[config.mk]
export PLATFORM = sky130hd
export DESIGN_NAME = wb_port_arbiter
export DESIGN_NICKNAME = d
export VERILOG_FILES = /design/src/rtl/wb_port_arbiter.sv
export SDC_FILE = /design/constraint.sdc
export NUM_CORES = 1
export LEC_CHECK = 0
export BUFFER_PORTS_ARGS = -buffer_cell sky130_fd_sc_hd__buf_2
export CORE_MARGIN = 4
export CORE_UTILIZATION = 60
export CTS_CLUSTER_SIZE = 40
export DETAILED_ROUTE_END_ITERATION = 7
export PLACE_DENSITY = 0.84
export SLEW_MARGIN = 20
export SYNTH_ARGS = -nofsm -noshare
export SYNTH_HDL_FRONTEND = slang
export SYNTH_SLANG_ARGS = --single-unit
[constraint.sdc]
create_clock -name clk -period 7.5 [get_ports clk]
set_clock_uncertainty 0.1 [all_clocks]
set_input_delay 0.75 -clock clk [delete_from_list [all_inputs] [get_ports clk]]
set_output_delay 0.75 -clock clk [all_outputs]
set_load 0.02 [all_outputs]
[src/rtl/wb_port_arbiter.sv]
// wb_port_arbiter: round-robin share of the register-file write port between ALU and load writeback
// Ports:
//   clk, rst                     clock and synchronous active-high reset
//   alu_valid/ready/rd/data      ALU result handshake into its FIFO
//   ld_valid/ready/rd/data       load-return handshake into its FIFO
//   rf_we/rf_waddr/rf_wdata      registered register-file write port
//   idle                         both FIFOs empty and no write in flight
module wb_port_arbiter #(
    parameter int XLEN  = 32,
    parameter int REGW  = 5,
    parameter int DEPTH = 2
) (
    input  logic            clk,
    input  logic            rst,
    input  logic            alu_valid,
    output logic            alu_ready,
    input  logic [REGW-1:0] alu_rd,
    input  logic [XLEN-1:0] alu_data,
    input  logic            ld_valid,
    output logic            ld_ready,
    input  logic [REGW-1:0] ld_rd,
    input  logic [XLEN-1:0] ld_data,
    output logic            rf_we,
    output logic [REGW-1:0] rf_waddr,
    output logic [XLEN-1:0] rf_wdata,
    output logic            idle
);
    localparam int AW = $clog2(DEPTH);
    localparam int CW = AW + 1;
    // index 0 is the ALU source, index 1 the load source
    logic [1:0]          full, push, gnt;
    logic [1:0][AW-1:0]  wp, rp;
    logic [1:0][CW-1:0]  cnt;
    logic [REGW-1:0]     rd_m   [2][DEPTH];
    logic [XLEN-1:0]     data_m [2][DEPTH];
    logic                last_grant, sel;
    logic [REGW-1:0]     head_rd;
    logic [XLEN-1:0]     head_data;
    always_comb begin
        full[0]   = cnt[0] == CW'(DEPTH);
        full[1]   = cnt[1] == CW'(DEPTH);
        push      = {ld_valid, alu_valid} & ~full;
        // on a tie the load wins unless it was granted last
        gnt[1]    = cnt[1] != '0 && (cnt[0] == '0 || !last_grant);
        gnt[0]    = cnt[0] != '0 && !gnt[1];
        sel       = gnt[1];
        head_rd   = rd_m[sel][rp[sel]];
        head_data = data_m[sel][rp[sel]];
    end
    assign alu_ready = !full[0];
    assign ld_ready  = !full[1];
    assign idle      = cnt[0] == '0 && cnt[1] == '0 && !rf_we;
    always_ff @(posedge clk) begin
        if (push[0]) begin
            rd_m[0][wp[0]]   <= alu_rd;
            data_m[0][wp[0]] <= alu_data;
        end
        if (push[1]) begin
            rd_m[1][wp[1]]   <= ld_rd;
            data_m[1][wp[1]] <= ld_data;
        end
    end
    always_ff @(posedge clk) begin
        if (rst) begin
            wp         <= '0;
            rp         <= '0;
            cnt        <= '0;
            last_grant <= 1'b0;
            rf_we      <= 1'b0;
            rf_waddr   <= '0;
            rf_wdata   <= '0;
        end else begin
            for (int s = 0; s < 2; s++) begin
                if (push[s]) wp[s] <= wp[s] + AW'(1);
                if (gnt[s]) rp[s] <= rp[s] + AW'(1);
                cnt[s] <= cnt[s] + CW'(push[s]) - CW'(gnt[s]);
            end
            // writes to x0 are consumed silently but still shown on the address/data lines
            rf_we <= |gnt && head_rd != '0;
            if (|gnt) begin
                last_grant <= sel;
                rf_waddr   <= head_rd;
                rf_wdata   <= head_data;
            end
        end
    end
endmodule

# Word level (Yosys, flattened, before mapping)
# Memories as Yosys holds them, arrays and structs flattened.
# Cells that the tools add are included.
# Widths: inputs -> output; s select.
[word_totals]
ramBits = 148
output_inout_bits = 41
ff_bits = 47
elab_cells = 74
memories = 2
[classes]
n_mux = 22
n_reduce_logical = 19
n_eq_ne = 2
n_lt_le_gt_ge = 6
bitwise = 5
add_sub_neg = 8
[memory_table]
columns = ["name", "depth", "width", "rd", "rd_clocked_by_memory_dff", "wr", "line", "rtl"]
rows = [
  ["data_m", 2, 64, 1, 0, 2, "35", "logic [XLEN-1:0] data_m [2][DEPTH];"],
  ["rd_m", 2, 10, 1, 0, 2, "34", "logic [REGW-1:0] rd_m [2][DEPTH];"],
]
[op_table]
columns = ["cell", "n"]
rows = [
  ["$mux 32", 5],
  ["$mux 64", 2],
  ["$demux 32 s1", 2],
  ["$mux 5", 5],
  ["$mux 10", 2],
  ["$demux 5 s1", 2],
  ["$logic_and 1x1->1", 7],
  ["$ge 2x2->1 const B", 3],
  ["$not 1->2", 3],
  ["$logic_not 1->1", 5],
  ["$reduce_bool 5->1", 1],
  ["$add 1x1->1 const B", 4],
  ["$add 2x1->2", 2],
  ["$eq 2x2->1 const B", 2],
  ["$logic_not 2->1", 2],
  ["$lt 2x1->1 const B", 2],
  ["$mux 1", 4],
  ["$reduce_bool 2->1", 2],
  ["$sub 2x1->2", 2],
  ["$and 2x2->2", 1],
  ["$lt 1x2->1 const B", 1],
  ["$not 2->2", 1],
  ["$reduce_or 2->1", 1],
  ["$logic_or 1x1->1", 1],
]

# Depth between registers and ports, before layout
[logic_depth]
word_depth = 11
ltp_mapped = 9
ltp_nobuf = 9

# Least setup slack after synthesis
# OpenSTA, ideal clock, no wires.
[synth_path]
path_type = "input to register"
start = "in ld_valid"
end = "mem data_m[1][32] in the netlist's numbering (enable)"
stages = 2
setup_time_ps = 431
path_slack_ps = 4562
t_arrival_ps = 2407
path_buffers = 0
path_cell_list = "nand2_1 nor2_1"
[synth_lines]
columns = ["element", "line", "rtl"]
rows = [
  ["from (decl)", "19", "input logic ld_valid,"],
  ["to (decl)", "35", ""],
]

# Worst setup path in the final report
[layout_path]
start = "reg cnt[3] in the netlist's numbering"
end = "out idle"
[layout_via]
elab_chain_cells = 3
[layout_lines]
columns = ["element", "line", "rtl"]
rows = [
  ["from (decl)", "33", "logic [1:0][CW-1:0] cnt;"],
  ["from (signal, indexed assignment)", "76", "cnt[s] <= cnt[s] + CW'(push[s]) - CW'(gnt[s]);"],
  ["$logic_not 2->1", "52", "assign idle = cnt[0] == '0 && cnt[1] == '0 && !rf_we;"],
  ["$logic_and 1x1->1 (2 in a row)", "52", ""],
  ["to (decl)", "26", "output logic idle"],
]
# No other way between the ends.

==> results.cfg <==
[synth]
yosys_warnings = 0
synth_xor_area_share_pct = 0.818
synth_top_family_by_area = compound AO/OA/AOI/OAI gates
yosys.area_share.simple_pct = 7.10
ys_seq_area_share_pct = 71.9
synth_fp_nets = 547
synth-compound-area-share_pct = 11.9
ys_types = 31
synth_seq_cells = 195
synth_adder_area_share_pct = 0.501
synth_area_mm2 = 0.00749
postSynthAreaPerCell_um2 = 16.1
synthMuxAreaShare_pct = 5.09
synth_cells = 466

[grt]
grt_use_total_pct = 21.8
antenna_found_initial = 1
grt.overflow.total = 0
grt_max_degree = 59
grt_pass1_wl_um = 23600
first_global_vias = 4535

[drt]
wire_per_inst_um = 20.0
first_pass_iters = 5
drc = 0
drt_iter0_markers = 312
ant_nets = 0
vias = 4328
vias_per_cell = 5.72
wl_um = 15100

[finish]
drive_above_1_share_pct = 32.1
final_common_cell = edfxtp_1
instances_no_fill = 756
register_area_mm2 = 0.00539
antenna_cells = 0
multiInputGateArea_mm2 = 0.00193
nets = 658
area_delta_synth_final_pct = 16.6
final_cell_mix = 148 x edfxtp_1, 117 x buf_2, 46 x nor2_1
nFillCells = 800
final_util_pct = 72.2

[worst_hold_path]
hold_class = flip-flop to flip-flop

[clock_tree]
cts_buffers = 17
cts_setup_buffers = 0
cts.clk_slew.worst_paths_ns = 0.06
htreeDepth = 4
cts.sinks = 195
ctsResizeCount = 0
cts_root_buffer = clkbuf_16
hold_buffers = 0
clockBufferDepth = 2
clock_latency_ns = 0.43
tritoncts = built

[setup_path]
end_kind = output pin
required_ns = 6.65
crit_family = simple AND/OR/NAND/NOR gates
slowest_stage = nand2_2
max_stage_delay_ns = 0.58
path_max_fanout = 38
cp_num_buf_inv = 1
cp_cell_sequence = nor2_1 > nand2_2 > nor2_1 > buf_2
critPathKind = flip-flop to output pin
cp-start-kind = flip-flop
cp_common_cell = nor2_1
crit_arrival_ns = 2.17

[floorplan]
fp.dieH_um = 120
die_w_um = 120
io_pins = 119
start_util_pct = 61.9
core_area_mm2 = 0.0121
placementRows = 40
die_area_mm2 = 0.0143

[placed_design]
routabilityCongestion = 0.823
post-place-ws_ns = 4.92
dp_hpwl_um = 9480
port_buffers = 118
placed_cells = 725

[timing]
worst-slew-pin-transition_ns = 1.02
fin_crit_ns = 3.02
drv_slew = 0
finalSetupViolCount = 0
fin_crit_sh_pct = 40.2
final_hold_viol_count = 0
fin_ws_ns = 4.48
relSlewSlack_pct = 31.9
fin_tns_setup_ns = 0
rsz0062_at_grt = false
fmax_ghz = 0.332

[power_and_ir_drop]
powerDensity_mw_per_mm2 = 348
power.leakage_nw = 3.11
ir_drop_v = 0.000203

[flow_run]
drv_cap = 0

[run_status]
outcome = finished clean
## state kept, by name (all words and copies together), names as in the netlist
signal,flops
rf_waddr,5
rf_wdata,32
rp,2
cnt,4
data_m,128
wp,2
rd_m,20
rf_we,1
last_grant,1
## cell type report
class	instances	area share, %
clock buffer	22	5.31
clock inverter	8	0.716
inverter	5	0.215
multi-input combinational	233	22.1
sequential	195	61.6
tap	168	2.40
timing repair buffer	125	7.66
## power by group
| group | switching (mW) | total (mW) | internal [mW] |
|---|---|---|---|
| Clock | 0.354 | 0.819 | 0.465 |
| Sequential | 0.113 | 1.46 | 1.34 |
| Combinational | 0.485 | 0.765 | 0.280 |
| Total | 0.952 | 3.04 | 2.09 |
## through the flow
stage / total power, mW / hold slack, ns / cell area (um^2)
after floorplan: 2.00 / 0.362 / 7490
after global placement: 2.19 / 0.375 / 8170
after detailed placement: 2.24 / 0.392 / 8190
after CTS: 3.05 / 0.391 / 8710
after global routing: 3.19 / 0.388 / 8740
final: 3.04 / 0.396 / 8740
## Yosys cell counts, drive strengths merged
| master | n | share of area (%) |
|---|---|---|
| or2 | 1 | 0.084 |
| a2111oi | 74 | 11 |
| buf | 22 | 2.0 |
| mux2 | 1 | 0.15 |
| dfxtp | 47 | 13 |
| nand2b | 2 | 0.17 |
| nor2b | 38 | 3.2 |
| nand2 | 6 | 0.30 |
| o22ai | 2 | 0.17 |
| nor2 | 49 | 2.6 |
| mux2i | 37 | 4.9 |
| o21ai | 2 | 0.13 |
| inv | 5 | 0.25 |
| nor4 | 3 | 0.33 |
| and3 | 2 | 0.17 |
| a21oi | 1 | 0.067 |
| nor3 | 2 | 0.13 |
| edfxtp | 148 | 59 |
| ha | 3 | 0.50 |
| xnor2 | 2 | 0.23 |
| nand3 | 1 | 0.067 |
| clkbuf | 11 | 0.55 |
| xor2 | 5 | 0.58 |
| o21a | 1 | 0.20 |
| nor4b | 1 | 0.12 |
## path summary, 6_finish.rpt
kind,start,endpoint,slack [ns],cells after the start
worst min register to register,last_grant,last_grant,0.40,2
worst min-delay path,last_grant,last_grant,0.40,2
worst max register to register,cnt[1],rf_wdata[14],4.89,5
worst max-delay path,cnt[3],idle,4.48,4
## per-layer routing
metal | track usage (%) | wire length (um) | vias to the layer above
met5 | 0 | 7 | -
met4 | 9.45 | 327 | 2
met3 | 5.98 | 931 | 29
met2 | 34.7 | 7480 | 149
met1 | 28.3 | 6340 | 2105
li1 | - | - | 2043
## worst reg2reg max path: stages (launching register included)
cell and delay (ns):
dfxtp_1 0.39, o21a_4 0.28, nor2_4 0.36, buf_4 0.71, a2111oi_0 0.20, a2111oi_0 0.44
## kinds of logic after synthesis
| group | count (synthesis) |
|---|---|
| DFF | 195 |
| and+or+nand+nor | 105 |
| AOI/OAI and AO/OA | 80 |
| buffers and inverters | 38 |
| muxes | 38 |
| xor gates and xnor gates | 7 |
| adders and majority gates | 3 |
Power figures use the tool's default switching activity.
